===== src/rtl/fir_timer_pkg.sv =====
// Shared constants and state encoding for the FIR sample-enable timer.
package fir_timer_pkg;

  localparam int unsigned CNT_W_DEF          = 4;
  localparam int unsigned DEFAULT_PERIOD_DEF = 15;
  localparam int unsigned PRESCALE_W_DEF     = 4;

  typedef enum logic [0:0] {
    ST_IDLE = 1'b0,
    ST_RUN  = 1'b1
  } state_e;

endpackage


===== src/rtl/fir_tick_prescaler.sv =====
// Tick divider: one tick_c every prescale_in+1 clk cycles while not cleared.
module fir_tick_prescaler #(
  parameter int unsigned PRESCALE_W = 4
) (
  input  logic                  clk,
  input  logic                  reset,
  input  logic                  clear,
  input  logic [PRESCALE_W-1:0] prescale_in,
  output logic                  tick_c
);

  logic [PRESCALE_W-1:0] pcnt;

  assign tick_c = !clear && (pcnt == prescale_in);

  always_ff @(posedge clk) begin
    if (reset) begin
      pcnt <= '0;
    end else if (clear || tick_c) begin
      pcnt <= '0;
    end else begin
      pcnt <= pcnt + PRESCALE_W'(1);
    end
  end

endmodule


===== src/rtl/fir_sample_timer.sv =====
// Programmable-period sample-enable timer with start/stop, one-shot mode and
// shadowed period reload. Optional tick prescaler enabled by FST_PRESCALE_EN.
module fir_sample_timer
  import fir_timer_pkg::*;
#(
  parameter int unsigned CNT_W          = CNT_W_DEF,
  parameter int unsigned DEFAULT_PERIOD = DEFAULT_PERIOD_DEF,
  parameter int unsigned PRESCALE_W     = PRESCALE_W_DEF
) (
  input  logic                  clk,
  input  logic                  reset,
  input  logic                  start,
  input  logic                  stop,
  input  logic                  oneshot,
  input  logic                  period_load,
  input  logic [CNT_W-1:0]      period_in,
`ifdef FST_PRESCALE_EN
  input  logic [PRESCALE_W-1:0] prescale_in,
`endif
  output logic [CNT_W-1:0]      count,
  output logic                  count_reach,
  output logic                  busy
);

  state_e           state, state_nxt;
  logic [CNT_W-1:0] period_r, period_shadow;
  logic [CNT_W-1:0] count_nxt, period_nxt, shadow_nxt;
  logic             oneshot_r, oneshot_nxt, reach_nxt;
  logic             tick_c, term_c;

`ifdef FST_PRESCALE_EN
  // Held clear outside RUN so every run starts from a fresh prescale phase.
  fir_tick_prescaler #(
    .PRESCALE_W (PRESCALE_W)
  ) u_prescaler (
    .clk         (clk),
    .reset       (reset),
    .clear       (stop || (state != ST_RUN)),
    .prescale_in (prescale_in),
    .tick_c      (tick_c)
  );
`else
  logic [PRESCALE_W-1:0] unused_prescale;
  assign unused_prescale = '0;
  assign tick_c          = 1'b1;
`endif

  assign term_c = tick_c && (count == period_r);

  always_ff @(posedge clk) begin
    if (reset) begin
      state <= ST_IDLE;
    end else begin
      state <= state_nxt;
    end
  end

  // Next-state and datapath decode; a terminal count swaps in the shadow period.
  always_comb begin
    state_nxt   = state;
    count_nxt   = count;
    reach_nxt   = 1'b0;
    period_nxt  = period_r;
    shadow_nxt  = period_shadow;
    oneshot_nxt = oneshot_r;
    case (state)
      ST_IDLE: begin
        count_nxt = '0;
        if (period_load) begin
          period_nxt = period_in;
          shadow_nxt = period_in;
        end
        if (start && !stop) begin
          state_nxt   = ST_RUN;
          oneshot_nxt = oneshot;
        end
      end
      ST_RUN: begin
        if (period_load) begin
          shadow_nxt = period_in;
        end
        if (stop) begin
          state_nxt = ST_IDLE;
          count_nxt = '0;
        end else if (term_c) begin
          count_nxt  = '0;
          reach_nxt  = 1'b1;
          period_nxt = period_shadow;
          if (oneshot_r) begin
            state_nxt = ST_IDLE;
          end
        end else if (tick_c) begin
          count_nxt = count + CNT_W'(1);
        end
      end
      default: begin
        state_nxt = ST_IDLE;
        count_nxt = '0;
      end
    endcase
  end

  always_ff @(posedge clk) begin
    if (reset) begin
      count         <= '0;
      count_reach   <= 1'b0;
      busy          <= 1'b0;
      period_r      <= CNT_W'(DEFAULT_PERIOD);
      period_shadow <= CNT_W'(DEFAULT_PERIOD);
      oneshot_r     <= 1'b0;
    end else begin
      count         <= count_nxt;
      count_reach   <= reach_nxt;
      busy          <= (state_nxt == ST_RUN);
      period_r      <= period_nxt;
      period_shadow <= shadow_nxt;
      oneshot_r     <= oneshot_nxt;
    end
  end

endmodule

===== config.mk =====
export PLATFORM = sky130hd
export DESIGN_NAME = fir_sample_timer
export DESIGN_NICKNAME = d
export VERILOG_FILES = /design/src/rtl/fir_timer_pkg.sv /design/src/rtl/fir_tick_prescaler.sv /design/src/rtl/fir_sample_timer.sv
export SDC_FILE = /design/constraint.sdc
export NUM_CORES = 1
export LEC_CHECK = 0
export ABC_AREA = 0
export BUFFER_PORTS_ARGS = -buffer_cell sky130_fd_sc_hd__buf_2
export CAP_MARGIN = 20
export CORE_MARGIN = 2
export CORE_UTILIZATION = 30
export CTS_BUF_LIST = sky130_fd_sc_hd__clkbuf_16
export CTS_CLUSTER_SIZE = 30
export DETAILED_ROUTE_END_ITERATION = 12
export PLACE_DENSITY = 0.54
export SETUP_SLACK_MARGIN = 0.4
export SLEW_MARGIN = 15
export SYNTH_ARGS = -nofsm -noshare
export SYNTH_HDL_FRONTEND = slang
export SYNTH_SLANG_ARGS = --single-unit

===== constraint.sdc =====
create_clock -name clk -period 1.38 [get_ports clk]
set_input_delay 0.207 -clock clk [delete_from_list [all_inputs] [get_ports clk]]
set_output_delay 0.207 -clock clk [all_outputs]
set_load 0.05 [all_outputs]

; ---- Yosys cells after proc, flatten, opt, wreduce, memory -nomap -nowiden
; Index checks and enable logic that the tools add are counted.
[word_totals]
out_inout_bits = 6
ram_bits = 0
latch_bits = 0
n_memories = 0
elab_cells = 30
input_bits = 10
rom_bits = 0
reg_bits = 15
[op_classes]
multipliers = 0
n_bitwise = 1
mux = 13
addsub = 1
n_eq_ne = 4
magnitude_cmp = 0
n_reduce_logical = 5
div_mod_pow = 0
n_shift = 0
[ops]
columns = op, count
row1 = $mux 4, 5
row2 = $pmux 4 s2, 2
row3 = $mux 1, 5
row4 = $add 4x1->4 const B, 1
row5 = $eq 4x4->1, 1
row6 = $ne 2x2->1 const B, 2
row7 = $reduce_and 3->1, 1
row8 = $reduce_or 3->1, 1
row9 = $ne 2x1->1 const B, 1
row10 = $pmux 1 s2, 1
row11 = $reduce_and 2->1, 1
row12 = $logic_and 1x1->1, 1
row13 = $logic_not 1->1, 1
row14 = $not 1->1, 1

; ---- Depth between registers and ports, before layout
; Gate-level depths: netlist of the first run.
[depth]
ltp_word = 4
ltp_mapped = 5

; ---- Least setup slack after synthesis of the first run
; OpenSTA, ideal clock, no wires.
[synth_timing]
kind = reg-to-reg
startpoint = register count[0]
endpoint = register period_r[0]
path_stages_with_launch = 5
arrival_ns = 1.544
synth_period_minus_slack_ns = 1.669
setup_ns = 0.125
setup_slack_ns = -0.289
cell_sequence = dfxtp_1 xor2_1 nor4_4 a31oi_4 mux2i_1
[synth_between]
elab_chain_cells = 3
[synth_lines]
columns = item, line_no
row1 = start: declaration, fir_sample_timer.sv:20  ; output logic [CNT_W-1:0] count,
row2 = start signal: assignment, fir_sample_timer.sv:112  ; count <= count_nxt;
row3 = $eq 4x4->1, fir_sample_timer.sv:48  ; assign term_c = tick_c && (count == period_r);
row4 = $ne 2x1->1 (no source line), -
row5 = $reduce_and 3->1 (no source line), -
row6 = end signal: assignment, fir_sample_timer.sv:108  ; period_r <= CNT_W'(DEFAULT_PERIOD);
row7 = end signal: assignment, fir_sample_timer.sv:115  ; period_r <= period_nxt;
row8 = end: declaration, fir_sample_timer.sv:26  ; logic [CNT_W-1:0] period_r, period_shadow;
; No other way between the ends.
; A chain may end at the register's enable or synchronous reset.

; ---- Worst setup path in the final report of the first run
[layout_timing]
startpoint = register period_r[1]
endpoint = register period_r[1]
[layout_between]
elab_chain_cells = 3
[layout_lines]
columns = item, line_no
row1 = $eq 4x4->1, fir_sample_timer.sv:48
row2 = $ne 2x1->1 (no source line), -
row3 = $reduce_and 3->1 (no source line), -
; No other way between the ends.

==> impl_metrics.json, run 1 <==
{
  "grt_pass1_wl_mm": 2.13,
  "fin_nets": 103,
  "skew_ns": 0.00248,
  "root_buffer": "clkbuf_16",
  "tns_ns": 0,
  "cts.sinks": 15,
  "max-slew-margin-rel_pct": 78.1,
  "yosysSeqAreaShare_pct": 44.9,
  "io_pins": 16,
  "vias_per_cell": 4.50,
  "path_cells": "xor2_2 > nor4_4 > a31oi_4 > mux2i_1",
  "post_dp_cell_area_um2": 808,
  "p_per_area_nw_per_um2": 1130,
  "synth_common_cells": "dfxtp_1 (15), nor2_1 (10), nor2b_1 (9)",
  "die_area_um2": 2630,
  "hold_class": "in -> reg",
  "p_leak_nw": 0.420,
  "stdcell_area_um2": 998,
  "worst_pin_slew_ns": 0.326,
  "place_congestion": 0.673,
  "synth.most_common_cell": "dfxtp_1",
  "maxCapViolations": 0,
  "drive_above_1_share_pct": 39.6,
  "status": "finished clean",
  "core-area_um2": 2170,
  "fin_cells": 119,
  "synth.cell_area_um2": 669,
  "antenna_found_initial": 0,
  "critPathSlowestCell": "nor4_4",
  "first_pass_iters": 3,
  "holdPathStages": 2,
  "peakVddDrop_mv": 1.07,
  "grt_util_met1_pct": 13.0,
  "die_w_um": 51.2,
  "cts_tree": "done",
  "dp.cells": 110,
  "routed_wl_mm": 1.31,
  "start_util_pct": 30.9,
  "power_mw": 1.13,
  "whs_ns": 0.180,
  "clockBufferDepth": 2,
  "finalSetupViolations": 0,
  "antenna_left": 0,
  "worstPathArrival_ns": 1.45,
  "clk_pin_slew_ns": 0.05,
  "grt-ovfl-total": 0,
  "rr_endpoint": "period_r[1]",
  "timing.final.crit_share_pct": 96.5,
  "drt_iter0_markers": 2,
  "cts_hold_buf": 0,
  "path_max_fanout": 4,
  "synth-main-ff-cell": "dfxtp_1",
  "nFillCells": 213,
  "r2r_slack_ns": 0.05,
  "grt_setup_unrepaired": "true",
  "synth.distinct_cells": 20,
  "fin_util_pct": 46.0,
  "clock_latency_ns": 0.24,
  "cp-end-kind": "flip-flop",
  "port_buffers": 15,
  "synth_edf_count": 0,
  "drc": 0,
  "synth.top_cell.area_share_pct": 44.9,
  "min_from": "period_in[0]",
  "r2r.worst_path.cells": 4,
  "htreeDepth": 1,
  "grt_max_degree": 15,
  "fmax_mhz": 751,
  "syn_nets": 79,
  "cpPeakStageDelay_ns": 0.38,
  "ys_top_cells_by_area": "dfxtp_1 (45%), nor2b_1 (8.4%), xor2_1 (6.5%)",
  "slew_violations": 0,
  "hold_viol_final": 0,
  "grtUsageTotal_pct": 11.2,
  "dp_hpwl_um": 892,
  "area_growth_pct": 49.2,
  "synth_top_area_cell": "dfxtp_1",
  "yosysWarnings": 0,
  "fin_crit_ns": 1.33,
  "rr_startpoint": "period_r[1]",
  "setup_ws_ns": 0.0484,
  "min_to": "period_shadow[0]",
  "antenna_cells": 0,
  "async_flop_share_pct": 0,
  "vias": 536,
  "fp.dieH_um": 51.2,
  "setup.worst_path.class": "reg -> reg",
  "ys_seq_elements": 15,
  "cp_data_required_time_ns": 1.50,
  "synth_cells": 68,
  "met3_usage_pct": 5.26,
  "cts_buffers": 3,
  "dp_slack_ns": 0.0550,
  "grt_pass1_vias": 498,
  "wire_per_inst_um": 11.0,
  "syn_area_per_cell_um2": 9.84,
  "row_count": 17,
  "grtUsageMet2_pct": 18.6,
  "top_usage_layer": "met2",
  "worstSetupStartpointType": "flip-flop"
}
## power breakdown
| part | switching (mW) | internal [mW] |
|---|---|---|
| logic | 0.0597 | 0.0610 |
| clock network | 0.163 | 0.382 |
| registers | 0.0164 | 0.448 |
## registers in the layout, summed over array words and instances (netlist names)
signal / flops
oneshot_r: 1
count_reach: 1
count: 4
period_shadow: 4
busy: 1
period_r: 4
## cell type report
| class | instances | area (um^2) | area share, % |
|---|---|---|---|
| tap | 28 | 35.0 | 3.51 |
| multi-input combinational | 49 | 382 | 38.2 |
| clock inverter | 1 | 3.75 | 0.376 |
| sequential | 15 | 320 | 32.1 |
| clock buffer | 3 | 75.1 | 7.52 |
| timing repair buffer | 21 | 175 | 17.5 |
| inverter | 2 | 7.51 | 0.752 |
## cell usage in the layout, fill, tap and decap left out, types with 2 or more instances in the layout
cell / n
nand3_1: 2
buf_8: 3
xor2_1: 3
nor2_1: 9
clkbuf_16: 3
inv_1: 3
a211oi_1: 4
xor2_2: 2
buf_2: 10
dfxtp_1: 9
buf_4: 5
mux2i_1: 4
dfxtp_4: 5
buf_6: 2
a211o_1: 4
nor2b_1: 9
nand2_1: 2
## routing by layer
metal  vias to the layer above  part of all wire (%)
met5                         -                     0
met4                         0                     0
met3                         0                   5.3
met2                        13                    52
met1                       241                    43
li1                        282                     -
## repair_timing
action | in CTS | in global routing
pin swaps | 2 | 1
hold endpoints to repair | 0 | 0
gates resized for setup | 13 | 4
setup buffers | 4 | 1
endpoints found under the setup margin | 16 | 16
## cells by family after synthesis
family | count (synthesis) | synth area share (%)
adder cells (fa/ha/maj) | 1 | 1.87
multiplexers | 4 | 5.98
flip-flops | 15 | 44.9
buffers and inverters | 4 | 2.24
AO/OA/AOI/OAI | 12 | 15.3
AND/OR/NAND/NOR | 26 | 21.9
XOR/XNOR | 6 | 7.85
## worst max-delay path by stage
stage / slack, ns / start / depth (start not counted) / end
after CTS: 0.04 / period_r[1] / 4 / period_r[1]
after detailed placement: 0.06 / period_r[2] / 4 / period_r[1]
after floorplan: 0.03 / count[2] / 4 / period_r[0]
after global routing: -0.04 / period_r[1] / 4 / period_r[2]
final: 0.05 / period_r[1] / 4 / period_r[1]
after global placement: 0.07 / period_r[2] / 4 / period_r[2]
## worst max-delay path: cells and delay by family (launching register included)
family	cells	cell delay, ns
flip-flops	1	0.33
AO/OA/AOI/OAI	1	0.17
AND/OR/NAND/NOR	1	0.38
multiplexers	1	0.14
XOR/XNOR	1	0.19
(Power assumes the default switching activity.)
==> run 2: changes to the inputs <==
SKIP_LAST_GASP = 1   (was not set)
clock period = 1.4 ns   (was 1.38 ns; I/O delays follow)
==> run 2 against run 1 <==
Net effect: hold slack better by 0.0060 ns; combinational power shrank 7%; clock-buffer cell count unchanged; design area decreased by 3.8%; highest routed layer is now met4; flip-flop and latch count stayed put; clock skew is essentially flat; critical endpoint is now period_r[2]; final cell count is 1.7% lower.
==> impl_metrics.json, run 2 (same netlist as run 1, synthesis figures left out) <==
{
  "status": "finished clean",
  "row_count": 17,
  "port_buffers": 15,
  "htreeDepth": 1,
  "cts_buffers": 3,
  "antenna_left": 0,
  "grt_max_degree": 15,
  "grt_pass1_vias": 488,
  "r2r.worst_path.cells": 4,
  "slew_violations": 0,
  "clockBufferDepth": 2,
  "antenna_cells": 0,
  "fin_crit_ns": 1.32,
  "area_growth_pct": 43.6,
  "timing.final.crit_share_pct": 94.6,
  "cts_hold_buf": 0,
  "wire_per_inst_um": 10.8,
  "cts_tree": "done",
  "grtUsageTotal_pct": 11.4,
  "finalSetupViolations": 0,
  "fmax_mhz": 755,
  "startpoint": "period_r[1]",
  "io_pins": 16,
  "place_congestion": 0.679,
  "fin_nets": 101,
  "min_to": "period_shadow[2]",
  "final_cell_mix": "nor2_1 (9), nor2b_1 (9), dfxtp_1 (9), buf_2 (9), buf_4 (6)",
  "whs_ns": 0.186,
  "max-slew-margin-rel_pct": 78.5,
  "clk_pin_slew_ns": 0.05,
  "drt_iter0_markers": 3,
  "hold_class": "in -> reg",
  "grt-ovfl-total": 0,
  "cts.sinks": 15,
  "r2r_slack_ns": 0.08,
  "post_dp_cell_area_um2": 798,
  "start_util_pct": 30.9,
  "vias_per_cell": 4.49,
  "rr_startpoint": "period_r[1]",
  "power_mw": 1.11,
  "grt_pass1_wl_mm": 2.13,
  "worst_pin_slew_ns": 0.320,
  "clock_latency_ns": 0.24,
  "cp_data_required_time_ns": 1.52,
  "reg_top3": "count x4, period_r x4, period_shadow x4",
  "dp_hpwl_um": 847,
  "worstSetupStartpointType": "flip-flop",
  "drive_above_1_share_pct": 37.1,
  "stdcell_area_um2": 961,
  "grt_setup_unrepaired": "true",
  "p_leak_nw": 0.406,
  "fp.dieH_um": 51.2,
  "skew_ns": 0.00253,
  "routed_wl_mm": 1.26,
  "first_pass_iters": 2,
  "peakVddDrop_mv": 0.896,
  "min_from": "period_in[2]",
  "die_area_um2": 2630,
  "drc": 0,
  "root_buffer": "clkbuf_16",
  "antenna_found_initial": 0,
  "maxCapViolations": 0,
  "fin_util_pct": 44.3,
  "holdPathStages": 2,
  "worstPathArrival_ns": 1.44,
  "cp-end-kind": "flip-flop",
  "setup.worst_path.class": "reg -> reg",
  "tns_ns": 0,
  "die_w_um": 51.2,
  "path_max_fanout": 4,
  "rr_endpoint": "period_r[2]",
  "hold_viol_final": 0,
  "vias": 525,
  "core-area_um2": 2170,
  "p_per_area_nw_per_um2": 1150
}
run 2: cell count changes in the layout (fill, tap and decap cells not counted), sizes merged:
cell and change:
buf -2
run 2: where the power goes:
part / switching, mW / internal, mW
clock network: 0.161 / 0.377
registers: 0.0161 / 0.441
logic: 0.0582 / 0.0545
total: 0.235 / 0.873
run 2: repair_timing:
action,in CTS,in global routing
gates resized for setup,13,3
hold endpoints to repair,0,0
pin swaps,2,0
setup buffers,4,0
setup endpoints to repair,16,15
run 2: critical path, cell delays in order, from the launching register on:
cell     delay, ns
dfxtp_2       0.33
xor2_2        0.18
nor4_4        0.37
a31oi_4       0.17
mux2i_1       0.15
run 2: per-stage QoR:
step / cells / worst slack [ns]
floorplan: 68 / 0.0500
global placement: 109 / 0.0534
detailed placement: 109 / 0.00965
CTS: 117 / 0.0639
global route: 117 / -0.00314
finish: 117 / 0.0755
run 2: final cells by class:
class / count / area [um^2]
Clock buffer: 3 / 75.1
Inverter: 2 / 7.51
Sequential cell: 15 / 320
Clock inverter: 1 / 3.75
Fill cell: 238 / 1210
Tap cell: 28 / 35.0
Timing Repair Buffer: 19 / 143
Multi-Input combinational cell: 49 / 377
run 2: routing by layer:
metal / vias up / wire [um] / global-route usage, %
met5: - / 0 / 0
met4: 0 / 8 / 2.63
met3: 2 / 76 / 6.14
met2: 12 / 605 / 17.5
met1: 236 / 569 / 14.0
li1: 275 / - / -
run 2: worst max-delay path by stage:
stage	endpoint	slack, ns
floorplan	period_r[0]	0.05
global placement	period_r[2]	0.05
detailed placement	period_r[2]	0.01
CTS	period_r[2]	0.06
global route	period_r[2]	-0.003
finish	period_r[2]	0.08
